===== src/rtl/fetch_pkg.sv =====
// fetch_pkg: shared types and constants for the instruction-fetch stage
package fetch_pkg;
    localparam int XLEN = 32;
    localparam int PC_STEP_DEFAULT = 4;
    localparam logic [31:0] NOP_INSTR = 32'h0000_0013;
    typedef struct packed {
        logic [XLEN-1:0] pc;
        logic [XLEN-1:0] instr;
    } fetch_entry_t;
endpackage


===== src/rtl/sync_fifo.sv =====
// sync_fifo: synchronous FIFO with registered head output and synchronous flush
//   clk, rst        clock, synchronous active-high reset
//   flush           empties the FIFO (pointers and count to 0), head output holds
//   push, din       write request and data (accepted when not full or popping)
//   pop             read request (ignored when empty)
//   dout            head entry, updated one cycle after the push that fills it
//   full, empty     status flags
//   count           current entry count
module sync_fifo
    import fetch_pkg::*;
#(
    parameter int DEPTH = 4,
    parameter type T = fetch_entry_t,
    localparam int AW = $clog2(DEPTH),
    localparam int CW = $clog2(DEPTH + 1)
) (
    input  logic          clk,
    input  logic          rst,
    input  logic          flush,
    input  logic          push,
    input  logic          pop,
    input  T              din,
    output T              dout,
    output logic          full,
    output logic          empty,
    output logic [CW-1:0] count
);
    T mem [DEPTH];
    logic [AW-1:0] rd, wr;
    logic do_pop, do_push;
    logic [CW-1:0] left;
    assign full = count == CW'(DEPTH);
    assign empty = count == '0;
    assign do_pop = pop & !empty;
    assign do_push = push & (!full | do_pop);
    assign left = count - CW'(do_pop);
    always_ff @(posedge clk)
        if (!rst && !flush && do_push) mem[wr] <= din;
    // dout is a register so that the head holds its last value when the FIFO drains
    // or is flushed; an entry landing in an empty FIFO bypasses straight into it.
    always_ff @(posedge clk) begin
        if (rst) begin
            rd <= '0;
            wr <= '0;
            count <= '0;
            dout <= '0;
        end else if (flush) begin
            rd <= '0;
            wr <= '0;
            count <= '0;
        end else begin
            if (do_push) wr <= wr + AW'(1);
            rd <= rd + AW'(do_pop);
            count <= left + CW'(do_push);
            if (left != '0) dout <= mem[rd + AW'(do_pop)];
            else if (do_push) dout <= din;
        end
    end
endmodule


===== src/rtl/fetch_queue.sv =====
// fetch_queue: decoupled fetch stage owning the fetch PC, feeding a prefetch FIFO to decode
//   clk, rst                 clock, synchronous active-high reset
//   imem_addr, imem_instr    combinational instruction-memory read port
//   redirect_en, redirect_pc flush and restart fetch at redirect_pc with bits [1:0] cleared
//   out_valid, out_ready     decode handshake on the FIFO head
//   out_pc, out_instr        head entry
//   out_pc_plus4             out_pc + PC_STEP (link value)
//   occupancy                FIFO entry count
//   Macro FETCH_PERF_EN adds saturating counters fetch_count, flush_count, stall_cycles.
module fetch_queue
    import fetch_pkg::*;
#(
    parameter int WIDTH = 32,
    parameter int DEPTH = 4,
    parameter logic [WIDTH-1:0] RESET_PC = '0,
    parameter int PC_STEP = PC_STEP_DEFAULT,
    localparam int CW = $clog2(DEPTH + 1)
) (
    input  logic             clk,
    input  logic             rst,
    output logic [WIDTH-1:0] imem_addr,
    input  logic [WIDTH-1:0] imem_instr,
    input  logic             redirect_en,
    input  logic [WIDTH-1:0] redirect_pc,
    output logic             out_valid,
    input  logic             out_ready,
    output logic [WIDTH-1:0] out_pc,
    output logic [WIDTH-1:0] out_instr,
    output logic [WIDTH-1:0] out_pc_plus4,
    output logic [CW-1:0]    occupancy
`ifdef FETCH_PERF_EN
    ,
    output logic [31:0]      fetch_count,
    output logic [31:0]      flush_count,
    output logic [31:0]      stall_cycles
`endif
);
    typedef struct packed {
        logic [WIDTH-1:0] pc;
        logic [WIDTH-1:0] instr;
    } entry_t;
    logic [WIDTH-1:0] fetch_pc;
    logic pop, push, full, empty;
    entry_t din, head;
    assign imem_addr = fetch_pc;
    assign out_valid = !empty;
    assign pop = out_valid & out_ready;
    assign push = !redirect_en & (!full | pop);
    assign din = '{pc: fetch_pc, instr: imem_instr};
    assign out_pc = head.pc;
    assign out_instr = head.instr;
    assign out_pc_plus4 = head.pc + WIDTH'(PC_STEP);
    always_ff @(posedge clk) begin
        if (rst) fetch_pc <= RESET_PC;
        else if (redirect_en) fetch_pc <= redirect_pc & ~WIDTH'(3);
        else if (push) fetch_pc <= fetch_pc + WIDTH'(PC_STEP);
    end
    sync_fifo #(.DEPTH(DEPTH), .T(entry_t)) u_fifo (
        .clk(clk),
        .rst(rst),
        .flush(redirect_en),
        .push(push),
        .pop(pop),
        .din(din),
        .dout(head),
        .full(full),
        .empty(empty),
        .count(occupancy)
    );
`ifdef FETCH_PERF_EN
    function automatic logic [31:0] sat_add(input logic [31:0] a, input logic [CW-1:0] b);
        logic [32:0] s;
        s = {1'b0, a} + 33'(b);
        return s[32] ? '1 : s[31:0];
    endfunction
    always_ff @(posedge clk) begin
        if (rst) begin
            fetch_count <= '0;
            flush_count <= '0;
            stall_cycles <= '0;
        end else begin
            fetch_count <= sat_add(fetch_count, CW'(push));
            // a pop in the redirect cycle was accepted by decode, so it is not discarded
            if (redirect_en) flush_count <= sat_add(flush_count, occupancy - CW'(pop));
            stall_cycles <= sat_add(stall_cycles, CW'(full & !pop));
        end
    end
`endif
endmodule


===== config.mk =====
export PLATFORM = sky130hd
export DESIGN_NAME = fetch_queue
export DESIGN_NICKNAME = d
export VERILOG_FILES = /design/src/rtl/fetch_pkg.sv /design/src/rtl/sync_fifo.sv /design/src/rtl/fetch_queue.sv
export SDC_FILE = /design/constraint.sdc
export NUM_CORES = 1
export LEC_CHECK = 0
export ABC_AREA = 1
export CORE_AREA = 3 3 136 269
export CTS_CLUSTER_SIZE = 28
export DETAILED_ROUTE_END_ITERATION = 7
export DIE_AREA = 0 0 139 272
export PLACE_DENSITY_LB_ADDON = 0.25
export REMOVE_ABC_BUFFERS = 1
export SYNTH_ARGS = -nofsm -noshare
export SYNTH_HDL_FRONTEND = slang
export SYNTH_HIERARCHICAL = 1
export SYNTH_SLANG_ARGS = --single-unit

===== constraint.sdc =====
create_clock -name clk -period 4.57 [get_ports clk]
set_clock_uncertainty 0.05 [all_clocks]
set_input_delay 0.457 -clock clk [delete_from_list [all_inputs] [get_ports clk]]
set_output_delay 0.457 -clock clk [all_outputs]
set_load 0.02 [all_outputs]

==> reports/metrics.cfg, run 1 <==
[yosys]
synthCells = 2069
yosysMostFrequentCell = nand2_1
syn-cell-area_um2 = 17570
avgSynthCellArea_um2 = 8.494
ys_ff_latch = 357
synth_seq_area_share = 0.5525
synthTopCellsByArea = edfxtp_1 44%, nand2_1 22%, dfxtp_1 12%
yosysWarnings = 6
synthArstFlopShare = 0
synth.distinct_cells = 46
synthFlopType = edfxtp_1
yosysTopAreaCellShare = 0.4375
synth-edff-count = 256
yosysTopAreaCell = edfxtp_1
synthTopCellsByCount = 1009 x nand2_1, 256 x edfxtp_1, 141 x inv_1

[sta]
hold_viol_final = 0
drv_slew = 0
setup_violations = 0
relSlewSlack = 0.4171
rsz0062_at_grt = no
layout_min_cycle_time_ns = 3.626
period_share = 0.7934
fmax_mhz = 275.8
tightest_slew_ns = 0.8713

[setup_path]
crit_start = u_fifo/dout[34]$_SDFFE_PP0P_
r2r_end = u_fifo/dout[1]$_SDFFE_PP0P_
cp-endpoint = out_pc_plus4[18]
crit_path_end_kind = primary output
critPathKind = reg2out
cp_max_fo = 5
arrival_ns = 3.12
regToRegSetupSlack_ns = 1.15
reg2reg_from = u_fifo/count[2]$_SDFF_PP0_
reg2reg_depth = 17
startpoint_type = flop
crit_required_ns = 4.06

[final_layout]
area_delta_synth_final_pct = 19.54
final_util = 0.6073
antenna-diode-count = 0
layout-drive-gt1-share = 0.1204
fill_cells = 2922
stdcell_count = 2709
nets = 2321

[clock_network]
cts_buffers = 34
clkSinkCount = 357
clock_path_buffers = 3
cts_tree = done
cts_resized = 0
cts_hold_buf = 0
root_buffer = clkbuf_16
htreeDepth = 2
clk_latency_ns = 0.52
cts_setup_buffers = 0
clk_pin_slew_ns = 0.07

[global_routing]
overflow = 0
grt_max_degree = 129
grt_pass1_wl_um = 72030
antenna_found_initial = 0
grt_pass1_vias = 13860
grtUsageTotal = 0.2405

[routing]
ant_nets = 0
initialDrtViolationCount = 690
drc = 0
dr.pass1.iters = 5
vias_per_cell = 5.161
vias = 13980
wirelength_um = 46200
wl_per_cell_um = 17.06

[pwr]
powerDensity_nw_per_um2 = 365.5
max-vdd-ir-drop_mv = 0.2515
p_leak_nw = 8.883

[die]
fp-row-count = 96
die_x_um = 139
core-area_um2 = 34590
start_util = 0.5080
io_pins = 200
die_h_um = 272
fp.dieArea_um2 = 37810

[worst_hold_path]
min_path_type = in2reg

[status]
status = complete, no violations

[placement]
gp_congestion = 0.9573
dp.cells = 2647
portBuffers = 195
dp_hpwl_um = 29900

[flow_run]
drv_cap = 0

## critical path: stages (launching register included)
cell	delay [ns]
dfxtp_1	0.43
ha_1	0.35
inv_1	0.17
nor2_2	0.21
inv_2	0.09
nor3_4	0.21
nand3_2	0.10
xnor2_1	0.35
clkdlybuf4s50_1	0.68
## worst min-delay path by stage
stage / from / end / cells past startpoint
after floorplan: u_fifo/wr[1]$_SDFFE_PP0P_ / u_fifo/wr[1]$_SDFFE_PP0P_ / 2
after global placement: u_fifo/wr[1]$_SDFFE_PP0P_ / u_fifo/wr[1]$_SDFFE_PP0P_ / 2
after detailed placement: u_fifo/dout[11]$_SDFFE_PP0P_ / u_fifo/dout[11]$_SDFFE_PP0P_ / 4
after CTS: redirect_pc[11] / imem_addr[11]$_SDFFE_PP0P_ / 3
after global routing: redirect_pc[3] / imem_addr[3]$_SDFFE_PP0P_ / 3
final: redirect_pc[3] / imem_addr[3]$_SDFFE_PP0P_ / 3
## placed cells by master (no fill, tap or decap), types with 7 or more instances in the layout
master | netlist | layout
nand2_2 | 64 | 66
nor2_4 | 6 | 10
conb_1 | 1 | 12
nand4_1 | 7 | 7
buf_12 | 11 | 11
clkdlybuf4s50_1 | 0 | 195
edfxtp_1 | 256 | 256
inv_1 | 141 | 140
inv_2 | 8 | 8
nor2_2 | 94 | 94
clkbuf_16 | 0 | 38
nor2_1 | 106 | 102
ha_1 | 11 | 10
o21ai_0 | 18 | 18
nand3_1 | 43 | 43
xor2_1 | 19 | 19
a21oi_1 | 23 | 23
a31oi_1 | 8 | 8
dfxtp_1 | 101 | 101
nor3_1 | 15 | 15
buf_4 | 8 | 11
xnor2_1 | 9 | 9
nand2_1 | 1009 | 1007
## sequential cells by signal, indices dropped and copies added, names as in the netlist
name,flops
u_fifo/mem,256
u_fifo/dout,64
imem_addr,30
u_fifo/count,3
u_fifo/rd,2
u_fifo/wr,2
## report_power, final
| group | internal [W] | switching [W] | total [W] | leakage (nW) |
|---|---|---|---|---|
| Combinational | 0.000403 | 0.000584 | 0.000987 | 5.12 |
| Sequential | 0.00357 | 0.000127 | 0.00370 | 3.19 |
| Clock | 0.00179 | 0.00121 | 0.00300 | 0.577 |
| Total | 0.00576 | 0.00192 | 0.00768 | 8.88 |
## logic make-up (layout without fill, tap and decap cells)
family	after synthesis	count (layout)	share of synthesized area
DFF	357	357	0.5525
AOI/OAI and AO/OA	65	65	0.02108
adders and majority gates	11	11	0.007832
and+or+nand+nor	1367	1367	0.3342
other	1	12	0.0002134
xor gates and xnor gates	28	28	0.01396
buffers and inverters	240	428	0.07020
## stage by stage
step                      setup slack [ns]  cell area, um2  setup TNS [ns]  hold WS (ns)  total power [W]
after floorplan                     -1.673           16940         -216.79        0.4397         0.004294
after global placement              0.9514           19810               0        0.4553         0.004735
after detailed placement            0.9296           19810               0        0.4659         0.004754
after CTS                           0.9011           21010               0        0.4468         0.007736
after global routing                0.7925           21010               0        0.4907         0.007967
final                               0.9442           21010               0        0.4681         0.007678
## routing by layer
| metal | up-vias | track usage | wire length (um) |
|---|---|---|---|
| met4 | 0 | 0.1446 | 3010 |
| met1 | 6538 | 0.2506 | 16310 |
| met2 | 501 | 0.4506 | 24390 |
| met5 | - | 0 | 0 |
| li1 | 6804 | - | - |
| met3 | 137 | 0.03461 | 2491 |
## area by class of cell
cell class | instances | area [um2] | area share
clock buffer | 45 | 1007 | 0.04795
clock inverter | 17 | 195.2 | 0.009291
inverter | 149 | 561.8 | 0.02674
multi-input combinational | 1483 | 6728 | 0.3203
sequential | 357 | 9709 | 0.4622
tap | 441 | 551.8 | 0.02627
timing repair buffer | 217 | 2255 | 0.1073
(Power assumes the default switching activity.)
==> run 2, diff against run 1 <==
==> constraint.sdc (replaced) <==
create_clock -name clk -period 3.19 [get_ports clk]
set_clock_uncertainty 0.05 [all_clocks]
set_input_delay 0.319 -clock clk [delete_from_list [all_inputs] [get_ports clk]]
set_output_delay 0.319 -clock clk [all_outputs]
set_load 0.02 [all_outputs]
==> reports/metrics.cfg, run 2 (same netlist as run 1, synthesis figures left out) <==
[clock_network]
cts_tree = done  ; unchanged
cts_buffers = 34  ; unchanged
htreeDepth = 2  ; unchanged
clkSinkCount = 357  ; unchanged
root_buffer = clkbuf_16  ; unchanged
clock_path_buffers = 3  ; unchanged
clk_latency_ns = 0.52  ; about the same
clk_pin_slew_ns = 0.06  ; was 0.07 ns

[final_layout]
fill_cells = 2994  ; was 2922
multi_input_comb_area_um2 = 6733  ; was 6728 um2
nets = 2348  ; was 2321
antenna-diode-count = 0  ; unchanged
largest_reg_flops = 256  ; unchanged
area_delta_synth_final_pct = 21.13  ; was 19.54%
final_util = 0.6153  ; was 0.6073
top_register = u_fifo/mem  ; unchanged
final_common_cell = nand2_1  ; unchanged
layout_common_cells = 1007 x nand2_1, 256 x edfxtp_1, 192 x clkdlybuf4s50_1, 140 x inv_1, 101 x nor2_1  ; was 1007 x nand2_1, 256 x edfxtp_1, 195 x clkdlybuf4s50_1, 140 x inv_1, 102 x nor2_1
layout-drive-gt1-share = 0.1364  ; was 0.1204
stdcell_count = 2736  ; was 2709
regArea_um2 = 9714  ; was 9709 um2

[pwr]
intPower_w = 0.008146  ; was 0.005759 W
powerDensity_nw_per_um2 = 514.9  ; was 365.5 nW/um2
p_leak_nw = 9.067  ; was 8.883 nW
p_clk_frac = 0.384  ; was 0.390
power_frac_seq = 0.482  ; was 0.481
combPwrFrac = 0.134  ; was 0.129
power.switching_w = 0.002815  ; was 0.001919 W
swShare = 0.2568  ; was 0.2499
max-vdd-ir-drop_mv = 0.4936  ; was 0.2515 mV
power.total_w = 0.01096  ; was 0.007678 W

[setup_path]
arrival_ns = 2.69  ; was 3.12 ns
critPathKind = reg2out  ; unchanged
startpoint_type = flop  ; unchanged
crit_path_end_kind = primary output  ; unchanged
cp_max_fo = 5  ; unchanged
crit_required_ns = 2.82  ; was 4.06 ns

[sta]
layout_min_cycle_time_ns = 3.056
drv_slew = 0  ; unchanged
period_share = 0.9578
fmax_mhz = 327.3
relSlewSlack = 0.4688  ; was 0.4171
hold_viol_final = 0  ; unchanged
tightest_slew_ns = 0.7967  ; was 0.8713 ns
setup_violations = 0  ; unchanged
rsz0062_at_grt = no  ; unchanged
fin_tns_setup_ns = 0  ; unchanged

[global_routing]
grt_pass1_wl_um = 72270  ; was 72030 um
overflow = 0  ; unchanged
grt_pass1_vias = 13760  ; was 13860
antenna_found_initial = 0  ; unchanged
grtUsageTotal = 0.2420  ; was 0.2405
grt_max_degree = 66  ; was 129

[placement]
gp_congestion = 0.9303  ; was 0.9573
portBuffers = 195  ; unchanged
dp_hpwl_um = 31670  ; was 29900 um
dp.cells = 2672  ; was 2647

[die]
start_util = 0.5080  ; unchanged
io_pins = 200  ; unchanged
core-area_um2 = 34590  ; unchanged
fp-row-count = 96  ; unchanged
die_h_um = 272  ; unchanged
die_x_um = 139  ; unchanged
fp.dieArea_um2 = 37810  ; unchanged

[worst_hold_path]
min_path_type = in2reg  ; unchanged

[routing]
wl_per_cell_um = 17.04  ; was 17.06 um
dr.pass1.iters = 5  ; unchanged
initialDrtViolationCount = 752  ; was 690
drc = 0  ; unchanged
wirelength_um = 46640  ; was 46200 um
vias = 14000  ; was 13980
vias_per_cell = 5.117  ; was 5.161
ant_nets = 0  ; unchanged

[flow_run]
drv_cap = 0  ; unchanged

[status]
status = complete, no violations  ; unchanged

run 2: critical path, cell delays in order (launching register included):
cell	delay (ns)
dfxtp_1	0.44
nand2_1	0.20
nor2_1	0.22
nand2_1	0.16
nor4_2	0.33
xor2_1	0.18
clkdlybuf4s50_1	0.65
run 2: worst paths after layout:
check,from,to,slack [ns],depth (start not counted)
setup / recovery,u_fifo/dout[42]$_SDFFE_PP0P_,out_pc_plus4[29],0.13,6
hold / removal,redirect_pc[11],imem_addr[11]$_SDFFE_PP0P_,0.34,3
setup reg to reg,u_fifo/count[2]$_SDFF_PP0_,u_fifo/dout[39]$_SDFFE_PP0P_,0.45,17
hold reg to reg,u_fifo/dout[2]$_SDFFE_PP0P_,u_fifo/dout[2]$_SDFFE_PP0P_,0.48,4
run 2: timing repair:
item,CTS,global route
pin swaps,0,1
setup buffers,0,2
hold buffers,0,0
gates resized for setup,4,5
hold endpoints to repair,0,0
endpoints found under the setup margin,3,4
run 2: metal layers:
layer | vias up | GRT usage | routed length, um | part of all wire
met1 | 6560 | 0.2511 | 16510 | 0.35
met2 | 440 | 0.4555 | 24920 | 0.53
met3 | 135 | 0.03443 | 2250 | 0.048
met4 | 0 | 0.1443 | 2961 | 0.063
li1 | 6865 | - | - | -
met5 | - | 0 | 0 | 0
run 2: power groups by stage:
stage	logic, W	registers [W]	clock network (W)
after floorplan	0.000689	0.00546	0
after global placement	0.00145	0.00538	0
after detailed placement	0.00147	0.00539	0
after CTS	0.00148	0.00528	0.00430
after global routing	0.00160	0.00530	0.00446
final	0.00147	0.00528	0.00421
run 2: layout make-up:
class,count,share of cell area
clock inverter,21,0.009934
clock buffer,41,0.04514
inverter,149,0.02639
tap,441,0.02592
multi-input combinational,1483,0.3163
sequential,357,0.4564
timing repair buffer,244,0.1200
run 2: stage by stage:
step | area (um2) | hold WS [ns] | setup WS (ns)
floorplan | 16940 | 0.3381 | -3.053
global placement | 20090 | 0.4546 | 0.3893
detailed placement | 20090 | 0.4682 | 0.3313
CTS | 21260 | 0.3157 | 0.001459
global route | 21290 | 0.3395 | 0.01406
finish | 21290 | 0.3356 | 0.1345
